`src/rtl/scan_decoder_pkg.sv`:
```
// Shared types and helpers for the scan_decoder block.
//   mode_t        : encoding of the 2-bit mode input
//   state_t       : sequencer states
//   presc_width() : prescaler register width for a given DIV
package scan_decoder_pkg;

  typedef enum logic [1:0] {
    MODE_DIRECT = 2'b00,
    MODE_UP     = 2'b01,
    MODE_DOWN   = 2'b10,
    MODE_SWEEP  = 2'b11
  } mode_t;

  typedef enum logic [1:0] {
    IDLE   = 2'b00,
    DIRECT = 2'b01,
    SCAN   = 2'b10,
    SWEEP  = 2'b11
  } state_t;

  // One spare bit over the minimum so DIV = 1 still yields a 1-bit counter.
  function automatic int unsigned presc_width(input int unsigned div);
    return $clog2(div) + 1;
  endfunction

endpackage

```
`src/rtl/scan_decoder_onehot_dec.sv`:
```
// Combinational N -> 2^N one-hot decoder, reversed bit order, active-low enable.
//   idx  : index to decode (k asserts o[2^N-1-k], so k = 0 drives the MSB)
//   en_n : active-low enable; high forces o to all zeros
//   o    : one-hot select
module onehot_dec #(
  parameter int unsigned N = 2
) (
  input  logic [N-1:0]      idx,
  input  logic              en_n,
  output logic [(2**N)-1:0] o
);

  localparam int unsigned M = 2 ** N;

  // Reversed mapping: output bit M-1-k tracks index k.
  always_comb begin
    o = '0;
    for (int k = 0; k < M; k++) begin
      o[M-1-k] = (idx == N'(k)) & ~en_n;
    end
  end

endmodule

```
`src/rtl/scan_decoder.sv`:
```
// N -> 2^N one-hot select with registered index and an auto-scan sequencer.
//   clk, rst : clock, asynchronous active-high reset
//   en_n     : active-low enable; high blanks o and freezes all sequencing
//   mode     : 00 direct, 01 scan-up, 10 scan-down, 11 single sweep
//   sel      : index loaded every enabled cycle in direct mode
//   start    : sweep launch, honoured only in mode 11 while idle
//   o        : one-hot select (blanked combinationally by en_n)
//   idx      : current registered index
//   busy     : high while a sweep runs
//   wrap     : one-cycle pulse on scan wrap or sweep completion
module scan_decoder
  import scan_decoder_pkg::*;
#(
  parameter int unsigned N   = 2,
  parameter int unsigned DIV = 4
) (
  input  logic              clk,
  input  logic              rst,
  input  logic              en_n,
  input  logic [1:0]        mode,
  input  logic [N-1:0]      sel,
  input  logic              start,
  output logic [(2**N)-1:0] o,
  output logic [N-1:0]      idx,
  output logic              busy,
  output logic              wrap
);

  localparam int unsigned PW = presc_width(DIV);
  localparam logic [N-1:0] IDX_MAX = '1;

  state_t         state_q, state_d;
  mode_t          mode_q, mode_d;
  logic [N-1:0]   idx_q, idx_d;
  logic [PW-1:0]  presc_q, presc_d;
  logic           busy_q, busy_d;
  logic           wrap_q, wrap_d;
  logic           active_q, active_d;

  mode_t          mode_in;
  logic           mode_chg;
  logic           step;

  assign mode_in  = mode_t'(mode);
  assign mode_chg = (mode_in != mode_q);
  assign step     = (presc_q == PW'(DIV - 1));

  // State registers. mode_q resets to SWEEP to match reset state IDLE, so
  // mode 11 right after reset is not treated as a mode change.
  always_ff @(posedge clk or posedge rst) begin
    if (rst) begin
      state_q  <= IDLE;
      mode_q   <= MODE_SWEEP;
      idx_q    <= '0;
      presc_q  <= '0;
      busy_q   <= 1'b0;
      wrap_q   <= 1'b0;
      active_q <= 1'b0;
    end else begin
      state_q  <= state_d;
      mode_q   <= mode_d;
      idx_q    <= idx_d;
      presc_q  <= presc_d;
      busy_q   <= busy_d;
      wrap_q   <= wrap_d;
      active_q <= active_d;
    end
  end

  // Next-state logic; en_n high holds everything (mode_q included, so a mode
  // change made while disabled is acted on once enabled again).
  always_comb begin
    state_d  = state_q;
    mode_d   = mode_q;
    idx_d    = idx_q;
    presc_d  = presc_q;
    busy_d   = busy_q;
    wrap_d   = 1'b0;
    active_d = active_q;

    if (!en_n) begin
      mode_d = mode_in;
      unique case (mode_in)
        MODE_DIRECT: begin
          state_d  = DIRECT;
          idx_d    = sel;
          presc_d  = '0;
          busy_d   = 1'b0;
          active_d = 1'b1;
        end

        MODE_UP, MODE_DOWN: begin
          state_d  = SCAN;
          busy_d   = 1'b0;
          active_d = 1'b1;
          if (mode_chg) begin
            presc_d = '0;
          end else if (step) begin
            presc_d = '0;
            if (mode_in == MODE_UP) begin
              idx_d  = idx_q + N'(1);
              wrap_d = (idx_q == IDX_MAX);
            end else begin
              idx_d  = idx_q - N'(1);
              wrap_d = (idx_q == '0);
            end
          end else begin
            presc_d = presc_q + PW'(1);
          end
        end

        MODE_SWEEP: begin
          if (mode_chg) begin
            // Entering mode 11 (or aborting): park in IDLE without a wrap.
            state_d  = IDLE;
            busy_d   = 1'b0;
            presc_d  = '0;
            active_d = 1'b0;
          end else if (state_q == SWEEP) begin
            if (step) begin
              presc_d = '0;
              if (idx_q == IDX_MAX) begin
                state_d  = IDLE;
                busy_d   = 1'b0;
                wrap_d   = 1'b1;
                idx_d    = '0;
                active_d = 1'b0;
              end else begin
                idx_d = idx_q + N'(1);
              end
            end else begin
              presc_d = presc_q + PW'(1);
            end
          end else if (start) begin
            state_d  = SWEEP;
            idx_d    = '0;
            presc_d  = '0;
            busy_d   = 1'b1;
            active_d = 1'b1;
          end
        end

        default: ;
      endcase
    end
  end

  // Output decode: blanked when inactive or disabled.
  onehot_dec #(
    .N (N)
  ) u_dec (
    .idx  (idx_q),
    .en_n (en_n | ~active_q),
    .o    (o)
  );

  assign idx  = idx_q;
  assign busy = busy_q;
  assign wrap = wrap_q;

endmodule

```
`config.mk`:
```
export PLATFORM = sky130hd
export DESIGN_NAME = scan_decoder
export DESIGN_NICKNAME = d
export VERILOG_FILES = /design/src/rtl/scan_decoder_pkg.sv /design/src/rtl/scan_decoder_onehot_dec.sv /design/src/rtl/scan_decoder.sv
export SDC_FILE = /design/constraint.sdc
export NUM_CORES = 1
export LEC_CHECK = 0
export CORE_MARGIN = 1.5
export CORE_UTILIZATION = 45
export CTS_CLUSTER_DIAMETER = 200
export CTS_CLUSTER_SIZE = 40
export DETAILED_ROUTE_END_ITERATION = 16
export HOLD_SLACK_MARGIN = 0.08
export PLACE_DENSITY = 0.73
export REMOVE_ABC_BUFFERS = 1
export SLEW_MARGIN = 5
export SYNTH_ARGS = -nofsm -noshare
export SYNTH_HDL_FRONTEND = slang
export SYNTH_SLANG_ARGS = --single-unit
```
`constraint.sdc`:
```
create_clock -name clk -period 1.7 [get_ports clk]
set_clock_uncertainty 0.2 [all_clocks]
set_input_delay 0.51 -clock clk [delete_from_list [all_inputs] [get_ports clk]]
set_output_delay 0.51 -clock clk [all_outputs]
set_load 0.03 [all_outputs]
```
==> results of run 1 <==
## state kept, by name, indices dropped and copies added, names as in the netlist
| signal | count |
|---|---|
| state_q | 2 |
| presc_q | 3 |
| idx | 2 |
| mode_q | 2 |
| active_q | 1 |
| busy | 1 |
| wrap | 1 |
## synth_stat cells (2+ instances only)
cell type,n
dfrtp_1,10
ha_1,8
nand2_1,6
and2_1,5
inv_1,5
o21ai_0,5
mux2_2,4
o31ai_1,3
a21oi_1,2
dfstp_2,2
mux2i_1,2
nand2b_1,2
nand3_1,2
nor2_1,2
nor2b_1,2
o211ai_1,2
xnor2_1,2
## cells by family after synthesis
logic type	count (synthesis)	share of synthesized area
AOI/OAI and AO/OA	23	0.204
DFF	12	0.360
xor gates and xnor gates	2	0.0208
adders and majority gates	8	0.119
and+or+nand+nor	26	0.177
muxes	6	0.0773
buffers and inverters	7	0.0431
## metal layers
metal,global-route usage,vias to the layer above
met1,0.298,410
li1,-,398
met3,0.0627,7
met5,0,-
met4,0.154,0
met2,0.456,25
## worst max path at each step
stage               startpoint     end  slack [ns]  depth (start not counted)
floorplan              mode[0]  idx[0]       -0.35                          5
global placement       mode[0]  idx[1]       -0.82                          7
detailed placement     mode[0]  idx[1]       -0.95                          7
CTS                     idx[1]    o[3]       -0.25                          4
global route            idx[1]    o[2]       -0.28                          4
finish                  idx[0]    o[0]       -0.24                          3
## cell type report
cell class / instances / area [um^2]
multi-input combinational: 65 / 674
timing repair buffer: 43 / 375
sequential: 12 / 305
fill: 95 / 302
clock buffer: 4 / 36.3
tap: 25 / 31.3
inverter: 5 / 21.3
## critical path: cells and delay by family, from the launching register on
| family | cells | cell delay (ns) |
|---|---|---|
| buffers and inverters | 1 | 0.14 |
| DFF | 1 | 0.44 |
| adders and majority gates | 1 | 0.21 |
| and+or+nand+nor | 1 | 0.16 |
## through the flow
step	cell area [um^2]	setup TNS, ns	hold slack (ns)	instances	power, mW
4_1_cts	1340	-1.20	0.296	148	1.36
3_5_place_dp	1140	-10.13	0.278	142	0.963
3_3_place_gp	1140	-9.41	0.264	142	0.946
6_report	1440	-1.39	0.293	154	1.49
2_1_floorplan	825	-2.13	0.173	82	0.705
5_1_grt	1440	-1.89	0.298	154	1.55
## power groups by stage
stage	clock network, mW	logic (mW)	registers (mW)
floorplan	0	0.278	0.427
global placement	0	0.567	0.379
detailed placement	0	0.580	0.383
CTS	0.241	0.722	0.392
global route	0.250	0.894	0.408
finish	0.239	0.853	0.399
## repair_timing
item | 4_1_cts | 5_1_grt
gates resized for setup | 58 | 15
pin swaps | 5 | 6
hold endpoints to repair | 0 | 0
endpoints found under the setup margin | 17 | 15
buffers inserted | 2 | 6
==> results.md, run 1 <==
* Max Used Layer: met4
* Syn_area_per_cell at 10.0 um^2
* P_int at 0.916 mW
* Crit end category: output port
* Reg2Reg Setup Slack at -0.09 ns
* Worst-skew pair later-pin latency at 0.28 ns
* CP Launch Type: register
* Syn Std Cell Area at 842 um^2
* Vias at 840
* Cell taking the most area after synthesis: dfrtp_1
* Area Growth Syn to Fin at 71.5%
* P_leak at 0.646 nW
* R2R Path Start: idx[0]
* Drt first pass iters at 4
* Avg Vias per Cell at 5.45
* Core area at 0.00175 mm^2
* Max-cap violations at 0
* Drt drc at 0
* Hold Startpoint: mode[0]
* Longest Clk Path Bufs at 2
* Maximum fanout along the worst path at 4
* Share of the synthesized area in the top cell type at 0.297
* Routed length on met1 at 1.08 mm
* Die Span X at 46.3 um
* Synth area leaders: dfrtp_1 (30%), ha_1 (12%), dfstp_2 (6.2%)
* Die area at 0.00214 mm^2
* Final HPWL DP at 1.58 mm
* Sequential cell area fraction in the yosys report at 0.360
* Root Driver: clkbuf_4
* Initial antenna violation count at 0
* RePlAce Congestion at 0.916
* Hold Path Sink: mode_q[0]
* Number of synthesized flops with an enable pin at 0
* Register share of total power at 0.268
* Actual slew at the worst max-slew pin at 0.247 ns
* Share of the core filled with cells at 0.827
* CTS clk-pin slew, worst paths at 0.08 ns
* GRT Total Usage at 0.267
* Antenna diodes at 0
* Avg WL per Cell at 17.1 um
* Slew Viols, Final at 0
* Starting Density at 0.482
* PD cells at 1030 mW/mm^2
* Post-Synthesis Cells at 84
* CP required at 0.99 ns
* CTS Sinks at 12
* RSZ-0062 raised after global routing: true
* Overflow after GRT at 0
* Status: complete, but fails checks
* Max incr delay on CP at 0.44 ns
* Ports at 16
* Comb power frac at 0.572
* H-tree Lvls at 1
* Count of input and output buffers at 15
* Switch share at 0.385
* Share of layout cells above drive strength 1 at 0.628
* WL met3 at 99 um
* Cell variety after synth at 37
* FP Rows at 15
* Hold depth at 3
* Sw Pwr at 0.574 mW
* Vias in the first global route at 912
* Commonest non-fill, non-tap cell in the layout: buf_4
* Setup ws final at -0.242 ns
* Final Hold Vio Count at 0
* Most frequent cells in the layout: buf_4 (26), buf_6 (9), dfrtp_1 (8), o21ai_0 (5), nand2_1 (4)
* R2R Path End: state_q[1]
* Crit path arrival time at 1.23 ns
* Clk pwr share at 0.160
* CTS tree: done
* Hold Crit Class: primary input to register
* FF-to-FF path depth at 5
* Minimum clock period at 1.94 ns
* Die Ht at 46.3 um
* Iter 0 DRT Violations at 34
* TritonCTS buffer count at 3
* Hold Buf Count CTS at 0
* Async S/R FF share, synth at 1.00
* FF+latch count, synth at 12
* Fin crit share at 1.14
* Pre-CTS WS at -0.951 ns
* Yosys warns at 0
* Nets at 146
* Finish-stage setup viols at 11
* Max-slew headroom at 0.833
* Cells along the critical path: ha_2 -> and2_1 -> buf_6
* Max frequency at 515 MHz
* Global-route wire length before repair at 3.97 mm
* Main synth FF type: dfrtp_1
* Peak VDD IR at 0.912 mV
* Total Wirelength at 2.64 mm
* Slowest CP cell: dfrtp_2
* Routed Antenna Nets at 0
* Setup CP Type: register to output port
* WL met2 at 1.39 mm
* Largest net degree at the start of global routing at 13
* Violated checks: setup timing
Note: power is estimated with default switching activity, not from simulation.
==> inputs of run 2 (changes only) <==
--- a/config.mk
+++ b/config.mk
@@ -10,7 +10,7 @@
 export CTS_CLUSTER_DIAMETER = 200
 export CTS_CLUSTER_SIZE = 40
 export DETAILED_ROUTE_END_ITERATION = 16
-export HOLD_SLACK_MARGIN = 0.08
+export HOLD_SLACK_MARGIN = 0.06
 export PLACE_DENSITY = 0.73
 export REMOVE_ABC_BUFFERS = 1
 export SLEW_MARGIN = 5
==> results of run 2 <==
Same layout as run 1: the final DEF is identical, and so are final timing and power.
==> inputs of run 3 (changes only) <==
--- a/config.mk
+++ b/config.mk
@@ -7,7 +7,7 @@
 export LEC_CHECK = 0
 export CORE_MARGIN = 1.5
 export CORE_UTILIZATION = 45
-export CTS_CLUSTER_DIAMETER = 200
+export CTS_CLUSTER_DIAMETER = 80
 export CTS_CLUSTER_SIZE = 40
 export DETAILED_ROUTE_END_ITERATION = 16
 export HOLD_SLACK_MARGIN = 0.06
@@ -16,4 +16,5 @@
 export SLEW_MARGIN = 5
 export SYNTH_ARGS = -nofsm -noshare
 export SYNTH_HDL_FRONTEND = slang
+export SYNTH_HIERARCHICAL = 1
 export SYNTH_SLANG_ARGS = --single-unit
==> constraint.sdc (replaced) <==
create_clock -name clk -period 1.7 [get_ports clk]
set_clock_uncertainty 0.2 [all_clocks]
set_input_delay 0.34 -clock clk [delete_from_list [all_inputs] [get_ports clk]]
set_output_delay 0.34 -clock clk [all_outputs]
set_load 0.03 [all_outputs]
==> results.md, run 3 <==
* CTS tree: done
* Drt first pass iters at 4 (unchanged)
* Setup ws final at -0.107 ns (+0.134 ns)
* Post-synth top cells: dfrtp_1 (10), inv_1 (7), ha_1 (6)
* Nets at 139 (-4.8%)
* Final Hold Vio Count at 0 (unchanged)
* Die Span X at 46.9 um (+1.3%)
* Most frequent cells in the layout: buf_4 (21), dfrtp_1 (9), buf_6 (7), inv_1 (5), dlygate4sd2_1 (5)
* Share of the core filled with cells at 0.784 (-0.0436)
* Minimum clock period at 1.81 ns (-0.134 ns)
* Overflow after GRT at 0 (unchanged)
* Cell variety after synth at 38 (+2.7%)
* Hold Crit Class: primary input to asynchronous set/reset pin
* Peak VDD IR at 0.572 mV (-37%)
* Tot Pwr at 1.30 mW (-13%)
* CTS Sinks at 12 (unchanged)
* RePlAce Congestion at 0.901 (-1.6%)
* Root Driver: clkbuf_4
* H-tree Lvls at 1 (unchanged)
* Delay-heaviest family, CP: flip-flops
* Setup_tns at -0.426 ns (+0.969 ns)
* Share of the synthesized area in the top cell type at 0.289 (-0.00816)
* Reg area at 304 um^2 (-0.41%)
* Multi-input gate area at 642 um^2 (-4.8%)
* CP Buf/Inv Count at 0 (-1)
* Die area at 0.00220 mm^2 (+2.7%)
* CP required at 1.67 ns (+0.68 ns)
* Maximum fanout along the worst path at 3 (-1)
* Avg WL per Cell at 15.4 um (-9.9%)
* Cell taking the most area after synthesis: dfrtp_1
* Fin crit share at 1.06 (-0.0791)
* Vias at 789 (-6.1%)
* Core area at 0.00176 mm^2 (+1.1%)
* Drt drc at 0 (unchanged)
* Worst-skew pair later-pin latency at 0.28 ns (about the same)
* Crit path arrival time at 1.77 ns (+0.54 ns)
* Sequential cell area fraction in the yosys report at 0.350 (-0.00987)
* Post-Synthesis Cells at 82 (-2.4%)
* Die Ht at 46.9 um (+1.3%)
* Commonest non-fill, non-tap cell in the layout: buf_4
* Placed Cells at 142 (unchanged)
* Post-route insts no fill at 149 (-3.2%)
* Syn_area_per_cell at 10.6 um^2 (+5.3%)
* Iter 0 DRT Violations at 7 (-79%)
* Slew Viols, Final at 0 (unchanged)
* Largest Register: presc_q
* PD cells at 938 mW/mm^2 (-9.2%)
* FF+latch count, synth at 12 (unchanged)
* Max-cap violations at 0 (unchanged)
* Starting Density at 0.491 (+0.00834)
* Fillers at 126 (+33%)
* Max-slew headroom at 0.684 (-0.150)
* Status: complete, but fails checks
* Violated checks: setup timing
* Actual slew at the worst max-slew pin at 0.474 ns (+0.227 ns)
* Max reg flops at 3 (unchanged)
* Share of layout cells above drive strength 1 at 0.540 (-0.0876)
* Pre-CTS WS at -0.675 ns (+0.276 ns)
* Async S/R FF share, synth at 1.00 (unchanged)
* Synth area leaders: dfrtp_1 (29%), ha_1 (8.7%), dfstp_2 (6.1%)
* TritonCTS buffer count at 3 (unchanged)
* CTS clk-pin slew, worst paths at 0.09 ns (about the same)
* Vias in the first global route at 844 (-7.5%)
* Ports at 16 (unchanged)
* Crit end category: register
* Count of input and output buffers at 15 (unchanged)
* P_leak at 0.631 nW (-2.4%)
* Longest Clk Path Bufs at 2 (unchanged)
* Global-route wire length before repair at 3.60 mm (-9.4%)
* Main synth FF type: dfrtp_1
* RSZ-0062 raised after global routing: true
* Number of synthesized flops with an enable pin at 0 (unchanged)
* Max frequency at 553 MHz (+7.4%)
* CP Launch Type: register
* Cells along the critical path: ha_2 -> and2b_2 -> a21oi_4 -> o22a_4 -> mux2_4
* Antenna diodes at 0 (unchanged)
* Yosys warns at 6 (+6)
* Initial antenna violation count at 0 (unchanged)
* FP Rows at 15 (unchanged)
* Slowest CP cell: dfrtp_1
* Final HPWL DP at 1.54 mm (-2.7%)
* Max incr delay on CP at 0.40 ns (-0.04 ns)
* GRT Total Usage at 0.235 (-0.0321)
* Largest net degree at the start of global routing at 13 (unchanged)
* Total Wirelength at 2.30 mm (-13%)
* Setup CP Type: register to register
* Finish-stage setup viols at 8 (-3)
* Routed Antenna Nets at 0 (unchanged)
* Syn Std Cell Area at 866 um^2 (+2.8%)
* Area Growth Syn to Fin at 59.7%
* Top-count cell post-synth: dfrtp_1
* Avg Vias per Cell at 5.30 (-2.9%)
[run 3: cell count changes after synthesis, moves of 3 or more]
| cell | change |
|---|---|
| mux2_4 | +3 |
| nor4b_1 | +3 |
| mux2_2 | -3 |
| and2_1 | -4 |
[run 3: worst paths after layout]
kind | from | cells past startpoint | slack (ns) | to
min | rst | 2 | 0.17 | presc_q[0]
max reg2reg | presc_q[1] | 5 | -0.11 | state_q[1]
max | presc_q[1] | 5 | -0.11 | state_q[1]
min reg2reg | busy | 1 | 0.29 | busy
min in group clk | mode[0] | 3 | 0.28 | mode_q[0]
max in group asynchronous | rst | 2 | 0.77 | mode_q[0]
[run 3: area by class of cell]
cell class,count,area share
Tap cell,25,0.0226
Multi-Input combinational cell,62,0.464
Inverter,7,0.0190
Timing Repair Buffer,39,0.248
Sequential cell,12,0.220
Clock buffer,4,0.0262
[run 3: per-stage QoR]
stage          hold WS, ns  cell area (um^2)
2_1_floorplan      0.00327               855
3_3_place_gp         0.269              1180
3_5_place_dp         0.275              1180
4_1_cts              0.190              1330
5_1_grt              0.218              1380
6_report             0.172              1380
[run 3: metal layers]
| metal | global-route usage | vias to the layer above | wire, um |
|---|---|---|---|
| met5 | 0 | - | 0 |
| met4 | 0.0611 | 0 | 25 |
| met3 | 0.0615 | 4 | 104 |
| met2 | 0.449 | 21 | 1280 |
| met1 | 0.252 | 383 | 896 |
| li1 | - | 381 | - |
[run 3: what timing repair did]
item | CTS | global route
buffers inserted | 4 | 1
hold buffers | 0 | 0
setup endpoints to repair | 18 | 15
cloned | 0 | 0
pin swaps | 8 | 6
gates resized for setup | 26 | 16
[run 3: logic make-up after synthesis]
group           synth area share
fa+ha+maj                 0.0867
xor+xnor                  0.0376
simple gates               0.191
compound gates             0.192
flops                      0.350
buf+inv                   0.0434
mux                       0.0997
[run 3: power breakdown]
group	leakage [nW]	switching (mW)	internal [mW]
logic	0.461	0.337	0.330
registers	0.149	0.0609	0.333
clock network	0.0210	0.106	0.130
total	0.631	0.503	0.793
